<file path="config.mk">
export PLATFORM = sky130hd
export DESIGN_NAME = count_bcd_display
export DESIGN_NICKNAME = d
export VERILOG_FILES = /design/src/rtl/count_bcd_display.sv
export SDC_FILE = /design/constraint.sdc
export NUM_CORES = 1
export LEC_CHECK = 0
export ABC_AREA = 1
export CELL_PAD_IN_SITES_DETAIL_PLACEMENT = 1
export CELL_PAD_IN_SITES_GLOBAL_PLACEMENT = 1
export CORE_UTILIZATION = 35
export CTS_CLUSTER_SIZE = 14
export DETAILED_ROUTE_END_ITERATION = 6
export PLACE_DENSITY_LB_ADDON = 0.1
export REMOVE_ABC_BUFFERS = 1
export SLEW_MARGIN = 10
export SYNTH_ARGS = -nofsm -noshare
export SYNTH_HDL_FRONTEND = slang
export SYNTH_SLANG_ARGS = --single-unit
</file>
<file path="constraint.sdc">
create_clock -name clk -period 2.6 [get_ports clk]
set_input_delay 0.52 -clock clk [delete_from_list [all_inputs] [get_ports clk]]
set_output_delay 0.52 -clock clk [all_outputs]
set_load 0.1 [all_outputs]
</file>
<file path="src/rtl/count_bcd_display.sv">
// Samples a 0..127 count, converts it to three BCD digits with a bit-serial double-dabble
// engine, and drives a multiplexed three-digit 7-segment display with leading-zero blanking.
module count_bcd_display #(
  parameter int unsigned COUNT_MAX   = 100,
  parameter int unsigned REFRESH_DIV = 1000
) (
  input  logic       clk,
  input  logic       rst,
  input  logic [6:0] count_in,
  input  logic       load,
  output logic       busy,
  output logic [3:0] bcd_hundreds,
  output logic [3:0] bcd_tens,
  output logic [3:0] bcd_ones,
  output logic       bcd_valid,
  output logic       range_err,
  output logic [6:0] seg,
  output logic [2:0] an
);

  localparam int unsigned CntW = (REFRESH_DIV > 1) ? $clog2(REFRESH_DIV) : 1;

  typedef enum logic [1:0] {StIdle, StConvert, StDone} state_e;

  state_e          state_q, state_d;
  logic [6:0]      shift_q, shift_d;
  logic [6:0]      cap_q, cap_d;
  logic [9:0]      scratch_q, scratch_d;
  logic [9:0]      adj;
  logic [2:0]      iter_q, iter_d;
  logic [3:0]      hund_q, hund_d, tens_q, tens_d, ones_q, ones_d;
  logic            rerr_q, rerr_d, valid_q, valid_d;
  logic [CntW-1:0] rcnt_q, rcnt_d;
  logic [1:0]      didx_q, didx_d;
  logic [6:0]      seg_q, seg_d;
  logic [2:0]      an_q, an_d;
  logic [3:0]      sel;
  logic            blank;
  logic            wrap;

  function automatic logic [6:0] seg_decode(input logic [3:0] d);
    case (d)
      4'd0:    seg_decode = 7'h3F;
      4'd1:    seg_decode = 7'h06;
      4'd2:    seg_decode = 7'h5B;
      4'd3:    seg_decode = 7'h4F;
      4'd4:    seg_decode = 7'h66;
      4'd5:    seg_decode = 7'h6D;
      4'd6:    seg_decode = 7'h7D;
      4'd7:    seg_decode = 7'h07;
      4'd8:    seg_decode = 7'h7F;
      4'd9:    seg_decode = 7'h6F;
      default: seg_decode = 7'h00;
    endcase
  endfunction

  always_comb begin
    state_d   = state_q;
    shift_d   = shift_q;
    cap_d     = cap_q;
    scratch_d = scratch_q;
    iter_d    = iter_q;
    hund_d    = hund_q;
    tens_d    = tens_q;
    ones_d    = ones_q;
    rerr_d    = rerr_q;
    valid_d   = 1'b0;
    adj       = scratch_q;
    case (state_q)
      StIdle: begin
        if (load) begin
          cap_d     = count_in;
          shift_d   = count_in;
          scratch_d = '0;
          iter_d    = '0;
          state_d   = StConvert;
        end
      end
      StConvert: begin
        // Hundreds is at most 1, so only tens and ones ever need the +3 correction.
        if (adj[3:0] >= 4'd5) adj[3:0] = adj[3:0] + 4'd3;
        if (adj[7:4] >= 4'd5) adj[7:4] = adj[7:4] + 4'd3;
        {scratch_d, shift_d} = {adj[8:0], shift_q, 1'b0};
        iter_d = iter_q + 3'd1;
        if (iter_q == 3'd6) state_d = StDone;
      end
      StDone: begin
        hund_d  = {2'b00, scratch_q[9:8]};
        tens_d  = scratch_q[7:4];
        ones_d  = scratch_q[3:0];
        rerr_d  = 32'(cap_q) > COUNT_MAX;
        valid_d = 1'b1;
        state_d = StIdle;
      end
      default: state_d = StIdle;
    endcase
  end

  // Display path runs freely; it always shows the latched digits from the previous cycle.
  always_comb begin
    wrap   = (rcnt_q == CntW'(REFRESH_DIV - 1));
    rcnt_d = wrap ? '0 : rcnt_q + CntW'(1);
    didx_d = didx_q;
    if (wrap) didx_d = (didx_q == 2'd2) ? 2'd0 : didx_q + 2'd1;
    case (didx_d)
      2'd0: begin
        an_d  = 3'b001;
        sel   = ones_q;
        blank = 1'b0;
      end
      2'd1: begin
        an_d  = 3'b010;
        sel   = tens_q;
        blank = (hund_q == 4'd0) && (tens_q == 4'd0);
      end
      default: begin
        an_d  = 3'b100;
        sel   = hund_q;
        blank = (hund_q == 4'd0);
      end
    endcase
    seg_d = blank ? 7'h00 : seg_decode(sel);
  end

  always_ff @(posedge clk) begin
    if (!rst) begin
      state_q   <= StIdle;
      shift_q   <= '0;
      cap_q     <= '0;
      scratch_q <= '0;
      iter_q    <= '0;
      hund_q    <= '0;
      tens_q    <= '0;
      ones_q    <= '0;
      rerr_q    <= 1'b0;
      valid_q   <= 1'b0;
      rcnt_q    <= '0;
      didx_q    <= 2'd0;
      seg_q     <= 7'h3F;
      an_q      <= 3'b001;
    end else begin
      state_q   <= state_d;
      shift_q   <= shift_d;
      cap_q     <= cap_d;
      scratch_q <= scratch_d;
      iter_q    <= iter_d;
      hund_q    <= hund_d;
      tens_q    <= tens_d;
      ones_q    <= ones_d;
      rerr_q    <= rerr_d;
      valid_q   <= valid_d;
      rcnt_q    <= rcnt_d;
      didx_q    <= didx_d;
      seg_q     <= seg_d;
      an_q      <= an_d;
    end
  end

  assign busy         = (state_q != StIdle);
  assign bcd_hundreds = hund_q;
  assign bcd_tens     = tens_q;
  assign bcd_ones     = ones_q;
  assign bcd_valid    = valid_q;
  assign range_err    = rerr_q;
  assign seg          = seg_q;
  assign an           = an_q;

endmodule

</file>
==> results of run 1 <==
==> worst min-delay path by stage <==
stage                    from         to  slack [ns]  cells past startpoint
global placement    rcnt_q[0]  rcnt_q[0]        0.43                      1
global route        rcnt_q[0]  rcnt_q[0]        0.48                      1
floorplan           rcnt_q[0]  rcnt_q[0]        0.42                      1
CTS                 rcnt_q[0]  rcnt_q[0]        0.46                      1
detailed placement  rcnt_q[0]  rcnt_q[0]        0.44                      1
finish              rcnt_q[0]  rcnt_q[0]        0.45                      1
==> sequential cells by signal, summed over array words and instances, names as in the netlist, 2 cells and up <==
| name | count |
|---|---|
| shift_q | 7 |
| didx_q | 2 |
| an | 3 |
| bcd_ones | 4 |
| rcnt_q | 10 |
| bcd_hundreds | 2 |
| cap_q | 7 |
| state_q | 2 |
| seg | 7 |
| scratch_q | 10 |
| bcd_tens | 4 |
| iter_q | 3 |
==> where the power goes <==
group          leakage (nW)  total (mW)  internal [mW]  switching (mW)
clock                0.0985       0.864          0.489           0.375
combinational         0.795       0.137         0.0408          0.0965
sequential            0.511        1.00          0.987          0.0125
==> layer usage <==
metal | GRT usage | vias to the layer above
met4 | 0.0664 | 0
met3 | 0.0348 | 5
li1 | - | 1276
met1 | 0.202 | 1150
met5 | 0 | -
met2 | 0.303 | 32
==> stage by stage <==
stage          hold WS [ns]  power (mW)  utilization  instance area [µm²]
6_report              0.451        2.00        0.438                 3420
2_1_floorplan         0.418        1.11            -                 2790
4_1_cts               0.458        2.03        0.437                 3410
3_5_place_dp          0.443        1.16        0.412                 3210
5_1_grt               0.480        2.10        0.438                 3420
3_3_place_gp          0.431        1.16        0.412                 3210
==> cells by family after synthesis <==
logic type	Yosys count
AOI/OAI and AO/OA	74
xor gates and xnor gates	4
adders and majority gates	14
buffers and inverters	56
DFF	63
other	1
and+or+nand+nor	158
==> Yosys cell counts <==
master    number  area [µm²]
nand3b_1       2        15.0
buf_4          2        15.0
a31oi_1        6        37.5
buf_2          1        5.00
nor2_2         1        6.26
nand4_1        4        25.0
clkbuf_1       7        26.3
dfxtp_1       63        1260
a211oi_1       2        15.0
clkinv_1       1        3.75
o21ai_2        1        8.76
inv_2          6        22.5
a22oi_1        2        15.0
nand2_2       10        62.6
xor2_1         4        35.0
inv_1         37         139
buf_6          1        11.3
nor2_4         3        33.8
ha_1          14         175
inv_6          1        8.76
nand2_4        2        22.5
a21oi_1       37         185
o311ai_0       1        8.76
o21ai_1        1        5.00
nand3_2        3        30.0
nand3_1       29         145
conb_1         1        3.75
nor2_1        29         109
o21a_1         1        7.51
nor3_1         6        30.0
o21ai_0       23         115
nand2_1       68         255
nor3b_1        1        7.51
==> cell type report <==
class | count | share of cell area
clock buffer | 12 | 0.0454
clock inverter | 3 | 0.0124
inverter | 45 | 0.0508
multi-input combinational | 252 | 0.400
sequential | 63 | 0.369
tap | 102 | 0.0373
timing repair buffer | 36 | 0.0856
==> worst register-to-register path: cells and delay by family, from the launching register on <==
| family | cells | cell delay, ns |
|---|---|---|
| simple gates | 10 | 1.21 |
| fa+ha+maj | 2 | 0.46 |
| flops | 1 | 0.36 |
| buf+inv | 1 | 0.11 |
==> reports/qor.yml, run 1 <==
drt-total-wl_um: 6520
top_layer: "met4"
synth_xor_xnor_area_share: 0.0123
cts.sink_count: 63
hold_buffers: 0
fin_skew_ns: 0.00910
grtUsageTotal: 0.171
syn_avg_cell_area_um2: 7.69
postRouteAntennaNets: 0
period_needed_ns: 2.25
grt_pass1_vias: 2522
synth_cell_types: 33
synth-seq-cells: 63
die_y_um: 92.2
drive_gt1_frac: 0.168
core.rowCount: 32
cp_slowest_cell: "dfxtp_1"
insertion_delay_ns: 0.33
max_freq_mhz: 444
h-tree-depth: 3
setup_slack_ns: 0.348
wl_met1_um: 3130
n_antenna_cell: 0
clk_pin_slew_worst_paths_ns: 0.07
synth-simple-area-share: 0.261
r2r_end: "seg[3]"
path_buf_inv: 1
dp_hpwl_um: 4890
timing.rr.start: "rcnt_q[0]"
p_leak_nw: 1.40
cp-endpoint: "seg[3]"
num_vias: 2463
max_stage_delay_ns: 0.36
path_class: "reg -> reg"
powerDensity_nw_per_um2: 585
cts_root_buf: "clkbuf_8"
core_area_um2: 7810
dr_wl_met2_um: 3150
yosysWarningCount: 0
multi_input_area_um2: 1370
dp_slack_ns: 0.198
area_growth_pct: 20.2
vias_per_cell: 4.80
io_pins: 35
worstPathCellList: "ha_1, nand2_1, nor2_2, nand4_1, nand2_4, nand3_1, nand3_2, inv_1, ha_1, nand2_1, nand3_1, nand3_1, nand2_1"
postCtsSetupBuffers: 0
cp-startpoint: "rcnt_q[0]"
layout_common_cells: "68 x nand2_1, 63 x dfxtp_1, 37 x inv_1, 37 x a21oi_1, 29 x nor2_1"
outcome: "finished, final reports clean"
post_cts_resized: 0
io_buffers: 32
ys_seq_area_frac: 0.443
critPathTopFamily: "simple AND/OR/NAND/NOR gates"
fin_cells: 513
end_kind: "flip-flop"
place_inst: 498
netlist_area_um2: 2850
slew_viol_final: 0
path_depth: 13
dr.pass1.iters: 4
cp_data_arrival_time_ns: 2.47
setup_viol: 0
wl_per_cell_um: 12.7
rsz0062_at_grt: "false"
place.gp.congestion: 0.798
crit_required_ns: 2.81
drc: 0
synth_adder_area_share: 0.0615
filler_cell_count: 984
muxShareOfSynthArea: 0
seq_area_um2: 1260
finalHoldViolations: 0
synth_top_family_by_area: "simple AND/OR/NAND/NOR gates"
overflow: 0
antenna_found_initial: 0
hold_path_class: "reg -> reg"
vdd_drop_max_mv: 0.289
grt_pass1_wl_um: 11400
clockBufferDepth: 2
dieArea_um2: 8500
grt_max_degree: 20
crit_fanout: 12
cts_made_buffers: 9
synth_compound_area_frac: 0.140
initial_core_util: 0.365
fin_nets: 431
cts_tree: "done"
synth_cells: 370
min_period_over_period: 0.866
reg2reg_slack_ns: 0.35
die_x_um: 92.2
critPathLaunchType: "flip-flop"
routed-wl-met3_um: 182
fin_tns_setup_ns: 0
drtIter0Drc: 81
r2r_cells: 13
drv_cap: 0
layout_commonest_cell: "nand2_1"
No activity file was read; power rests on OpenSTA's default activity.
==> run 2: changes to the inputs <==
--- a/config.mk
+++ b/config.mk
@@ -11,6 +11,7 @@
 export CORE_UTILIZATION = 35
 export CTS_CLUSTER_SIZE = 14
 export DETAILED_ROUTE_END_ITERATION = 6
+export HOLD_SLACK_MARGIN = 0.1
 export PLACE_DENSITY_LB_ADDON = 0.1
 export REMOVE_ABC_BUFFERS = 1
 export SLEW_MARGIN = 10
==> constraint.sdc (replaced) <==
create_clock -name clk -period 2 [get_ports clk]
set_input_delay 0.4 -clock clk [delete_from_list [all_inputs] [get_ports clk]]
set_output_delay 0.4 -clock clk [all_outputs]
set_load 0.1 [all_outputs]
==> run 2 against run 1 <==
Clock skew is 0.0015 ns lower. Global-route usage grew 0.81 points. Sequential share of layout area shrank 3.3 points. Maximum frequency rose by 15%. Highest routed layer unchanged.
==> reports/qor.yml, run 2 (synthesis gave the netlist of run 1 again) <==
utilization: 0.482  # +0.0436
place.gp.congestion: 0.786  # -1.4%
rsz0062_at_grt: "true"
vias_per_cell: 4.84  # +0.81%
wl_per_cell_um: 13.7  # +7.5%
layout_commonest_cell: "nand2_1"
vdd_drop_max_mv: 0.291  # +0.70%
insertion_delay_ns: 0.33  # about the same
n_antenna_cell: 0  # unchanged
multi_input_area_um2: 1530  # +12%
power_mw: 2.48  # +24%
setup_viol: 0  # unchanged
die_y_um: 92.2  # unchanged
die_x_um: 92.2  # unchanged
min_period_over_period: 0.977  # +0.111
antenna_found_initial: 0  # unchanged
critPathLaunchType: "flip-flop"
cts.sink_count: 63  # unchanged
initial_core_util: 0.365  # unchanged
dp_hpwl_um: 5190  # +6.2%
grtUsageTotal: 0.179  # +0.00808
hold-path-endpoint: "shift_q[0]"
hp-start: "shift_q[0]"
seq_area_um2: 1260  # +0.20%
drtIter0Drc: 75  # -7.4%
hold_buffers: 0  # unchanged
dieArea_um2: 8500  # unchanged
filler_cell_count: 986  # +0.20%
core.rowCount: 32  # unchanged
fin_tns_setup_ns: 0  # unchanged
p_leak_nw: 1.56  # +11%
fin_nets: 456  # +5.8%
outcome: "finished, final reports clean"
crit_required_ns: 2.23  # -0.58 ns
path_class: "reg -> reg"
cts_made_buffers: 9  # unchanged
period_needed_ns: 1.95  # -0.299 ns
overflow: 0  # unchanged
io_pins: 35  # unchanged
core_area_um2: 7810  # unchanged
r2r_end: "seg[5]"
drt-total-wl_um: 7340  # +13%
cp_data_arrival_time_ns: 2.19  # -0.28 ns
placed_cell_area_um2: 3350  # +4.4%
cts_tree: "done"
num_vias: 2599  # +5.5%
grt_pass1_wl_um: 11900  # +4.2%
h-tree-depth: 3  # unchanged
fin_skew_ns: 0.00756  # -0.00155 ns
layout_common_cells: "64 x nand2_1, 61 x dfxtp_1, 49 x buf_4"
clk_pin_slew_worst_paths_ns: 0.07  # about the same
hold_path_class: "reg -> reg"
timing.rr.start: "rcnt_q[1]"
drc: 0  # unchanged
stdcell_area_um2: 3760  # +9.9%
slew_viol_final: 0  # unchanged
grt_max_degree: 20  # unchanged
crit_fanout: 7  # -5
dr.pass1.iters: 4  # unchanged
area_growth_pct: 32.1
io_buffers: 32  # unchanged
grt_pass1_vias: 2639  # +4.6%
powerDensity_nw_per_um2: 660  # +13%
finalHoldViolations: 0  # unchanged
max_freq_mhz: 512  # +15%
clockBufferDepth: 2  # unchanged
end_kind: "flip-flop"
drive_gt1_frac: 0.267  # +0.0988
hold_path_depth: 2  # +1
reg2reg_slack_ns: 0.05  # -0.30 ns
postRouteAntennaNets: 0  # unchanged
hold_ws_ns: 0.469  # +0.0185 ns
reg_top3: "rcnt_q x10, scratch_q x10"
cts_root_buf: "clkbuf_8"
drv_cap: 0  # unchanged
r2r_cells: 14  # +1
-- run 2: where the power goes --
part / switching [mW] / internal, mW / leakage, nW
sequential: 0.0184 / 1.28 / 0.512
combinational: 0.132 / 0.0711 / 0.964
clock: 0.472 / 0.503 / 0.0854
total: 0.622 / 1.86 / 1.56
-- run 2: timing repair --
| action | in CTS | in global routing |
|---|---|---|
| setup endpoints to repair | 6 | 7 |
| resized for setup | 7 | 34 |
| buffers inserted | 1 | 7 |
| pin swaps | 4 | 14 |
-- run 2: metrics by stage --
step	worst slack, ns	std cells
2_1_floorplan	-0.108	360
3_3_place_gp	-0.0276	515
3_5_place_dp	-0.0898	515
4_1_cts	-0.00121	530
5_1_grt	-0.101	537
6_report	0.0463	537
-- run 2: worst max-delay path, stage by stage (launching register included) --
cell	delay, ns
dfxtp_2	0.35
ha_4	0.15
nand2_4	0.06
nor2_4	0.13
nand3_2	0.10
nand2_2	0.11
nand2_4	0.09
nand3b_1	0.15
nand3_4	0.10
buf_4	0.14
ha_1	0.18
nand3_2	0.09
nand3_1	0.08
nand3_1	0.09
nand2_1	0.05
-- run 2: area by class of cell --
cell class                      count  area share
Clock buffer                       13      0.0422
Multi-Input combinational cell    252       0.407
Inverter                           45      0.0469
Timing Repair Buffer               61       0.133
Sequential cell                    63       0.336
Tap cell                          102      0.0339
Clock inverter                      1     0.00133
-- run 2: worst max path at each step --
| stage | startpoint | to | slack (ns) | cells past startpoint |
|---|---|---|---|---|
| final | rcnt_q[1] | seg[5] | 0.05 | 14 |
| after detailed placement | rcnt_q[0] | seg[3] | -0.09 | 13 |
| after floorplan | bcd_hundreds[0] | seg[3] | -0.11 | 9 |
| after global placement | rcnt_q[0] | seg[3] | -0.03 | 15 |
| after global routing | rcnt_q[1] | seg[0] | -0.10 | 15 |
| after CTS | rcnt_q[0] | seg[3] | -0.001 | 13 |
-- run 2: routing by layer --
metal,GRT usage,up-vias,part of all wire
met4,0.0664,0,0.015
met1,0.205,1221,0.45
met3,0.0398,9,0.028
met2,0.325,39,0.50
met5,0,-,0
li1,-,1330,-
==> run 3: changes to the inputs <==
--- a/config.mk
+++ b/config.mk
@@ -8,6 +8,7 @@
 export ABC_AREA = 1
 export CELL_PAD_IN_SITES_DETAIL_PLACEMENT = 1
 export CELL_PAD_IN_SITES_GLOBAL_PLACEMENT = 1
+export CORE_MARGIN = 3
 export CORE_UTILIZATION = 35
 export CTS_CLUSTER_SIZE = 14
 export DETAILED_ROUTE_END_ITERATION = 6
==> run 3 against run 2 <==
The run now ends with negative setup slack left. Non-clock buffer count shrank 5. Sequential share of layout area fell by 0.70 points. Highest routed layer unchanged. Critical path depth stayed put. Via count decreased by 0.54%. Register-to-register slack worse by 0.07 ns. Routed wire length up 1.5%. Core utilization grew 1.0 points. Largest cell class unchanged. Clock skew about the same. Setup slack worse by 0.073 ns. Cell area grew 2.1%. Hold slack lost 0.0045 ns. Count of clock-buffer cells in the layout down 1.
==> reports/qor.yml, run 3 (synthesis gave the netlist of run 1 again) <==
io_pins: 35  # unchanged
fin_nets: 451  # -1.1%
outcome: "complete, but fails checks"
period_needed_ns: 2.03  # +0.0727 ns
drv_cap: 0  # unchanged
n_antenna_cell: 0  # unchanged
dieArea_um2: 9250  # +8.9%
postRouteAntennaNets: 0  # unchanged
cpMostUsedCell: "nand2_1"
h-tree-depth: 3  # unchanged
core.rowCount: 32  # unchanged
cts_root_buf: "clkbuf_8"
p_leak_nw: 1.57  # +0.86%
clockBufferDepth: 2  # unchanged
area_growth_pct: 34.9
r2r_end: "seg[4]"
hold_ws_ns: 0.465  # -0.00453 ns
core_area_um2: 7810  # unchanged
violations: "negative setup slack"
placed_cell_area_um2: 3350  # unchanged
slew_viol_final: 0  # unchanged
stdcell_area_um2: 3840  # +2.1%
reg_top3: "rcnt_q x10, scratch_q x10"
overflow: 0  # unchanged
rsz0062_at_grt: "true"
hp-start: "cap_q[1]"
end_kind: "flip-flop"
hold-path-endpoint: "cap_q[1]"
cts.sink_count: 63  # unchanged
fin_skew_ns: 0.00804  # +0.000487 ns
max_freq_mhz: 494  # -3.6%
die_y_um: 96.2  # +4.3%
reg2reg_slack_ns: -0.03  # -0.07 ns
powerDensity_nw_per_um2: 727  # +10%
fin_tns_setup_ns: -0.0263  # -0.0263 ns
hold_path_depth: 2  # unchanged
clk_pin_slew_worst_paths_ns: 0.07  # about the same
initial_core_util: 0.365  # unchanged
drtIter0Drc: 56  # -25%
hold_buffers: 0  # unchanged
die_x_um: 96.2  # +4.3%
antenna_found_initial: 0  # unchanged
dr.pass1.iters: 4  # unchanged
max_stage_delay_ns: 0.35  # about the same
layout_commonest_cell: "nand2_1"
io_buffers: 32  # unchanged
place.gp.congestion: 0.791  # +0.53%
layout_common_cells: "63 x nand2_1, 61 x dfxtp_1, 43 x buf_4"
cts_tree: "done"
timing.rr.start: "rcnt_q[1]"
grt_pass1_wl_um: 12200  # +2.7%
wl_per_cell_um: 14.0  # +2.3%
vdd_drop_max_mv: 0.404  # +39%
cts_made_buffers: 9  # unchanged
crit_required_ns: 2.24  # about the same
hold_path_class: "reg -> reg"
num_vias: 2585  # -0.54%
crit_fanout: 8  # +1
grt_max_degree: 27  # +35%
insertion_delay_ns: 0.34  # about the same
setup_slack_ns: -0.0263  # -0.0727 ns
cp_slowest_cell: "dfxtp_2"
vias_per_cell: 4.85  # +0.21%
dp_hpwl_um: 5120  # -1.5%
cp_data_arrival_time_ns: 2.26  # +0.07 ns
grt_pass1_vias: 2607  # -1.2%
finalHoldViolations: 0  # unchanged
drt-total-wl_um: 7450  # +1.5%
path_class: "reg -> reg"
setup_viol: 1  # +1
r2r_cells: 14  # unchanged
min_period_over_period: 1.01  # +0.0363
drive_gt1_frac: 0.278  # +0.0118
critPathLaunchType: "flip-flop"
drc: 0  # unchanged
worstPathCellList: "ha_4, nand2_4, nor2_4, nand3_2, nand2_2, nand2_4, nand3b_1, nand3_2, buf_6, ha_4, a21oi_2, nand2_1, nand2_1, nand2_1"
grtUsageTotal: 0.172  # -0.00794
run 3: layout make-up:
cell class	count	area (µm²)
Clock buffer	12	165
Clock inverter	3	65.1
Fill cell	963	3970
Inverter	45	184
Multi-Input combinational cell	252	1570
Sequential cell	63	1260
Tap cell	102	128
Timing Repair Buffer	56	467
run 3: report_power, final:
| part | switching [mW] | internal (mW) |
|---|---|---|
| combinational | 0.130 | 0.0705 |
| clock | 0.493 | 0.795 |
| sequential | 0.0187 | 1.28 |
run 3: what timing repair did:
| action | CTS | global route |
|---|---|---|
| resized for setup | 17 | 36 |
| buffers inserted | 1 | 3 |
| endpoints found under the setup margin | 7 | 7 |
| pin swaps | 6 | 25 |
run 3: worst max-delay path by stage:
stage                     slack [ns]             from  cells past startpoint     end
after floorplan                -0.11  bcd_hundreds[0]                      9  seg[3]
after global placement         -0.04        rcnt_q[0]                     15  seg[3]
after detailed placement       -0.13        rcnt_q[0]                     15  seg[3]
after CTS                      0.005        rcnt_q[0]                     14  seg[4]
after global routing           -0.13        rcnt_q[1]                     14  seg[4]
final                          -0.03        rcnt_q[1]                     14  seg[4]
run 3: metal layers:
layer  vias up  GRT usage  wire length (µm)
li1       1320          -                 -
met3        12     0.0508               270
met4         0     0.0533                93
met1      1218      0.199              3290
met5         -          0                 0
met2        35      0.301              3790
run 3: through the flow:
| stage | cells | util | power (mW) | setup WS (ns) |
|---|---|---|---|---|
| after floorplan | 360 | - | 1.44 | -0.108 |
| after detailed placement | 515 | 0.429 | 1.53 | -0.133 |
| after global routing | 533 | 0.492 | 2.91 | -0.134 |
| after CTS | 531 | 0.469 | 2.83 | 0.00458 |
| after global placement | 515 | 0.429 | 1.52 | -0.0381 |
| final | 533 | 0.492 | 2.79 | -0.0263 |
run 3: critical path: cells and delay by family (launching register included):
family          cells  cell delay (ns)
compound gates      1             0.11
fa+ha+maj           2             0.30
simple gates       10             0.98
flops               1             0.35
buf+inv             1             0.17
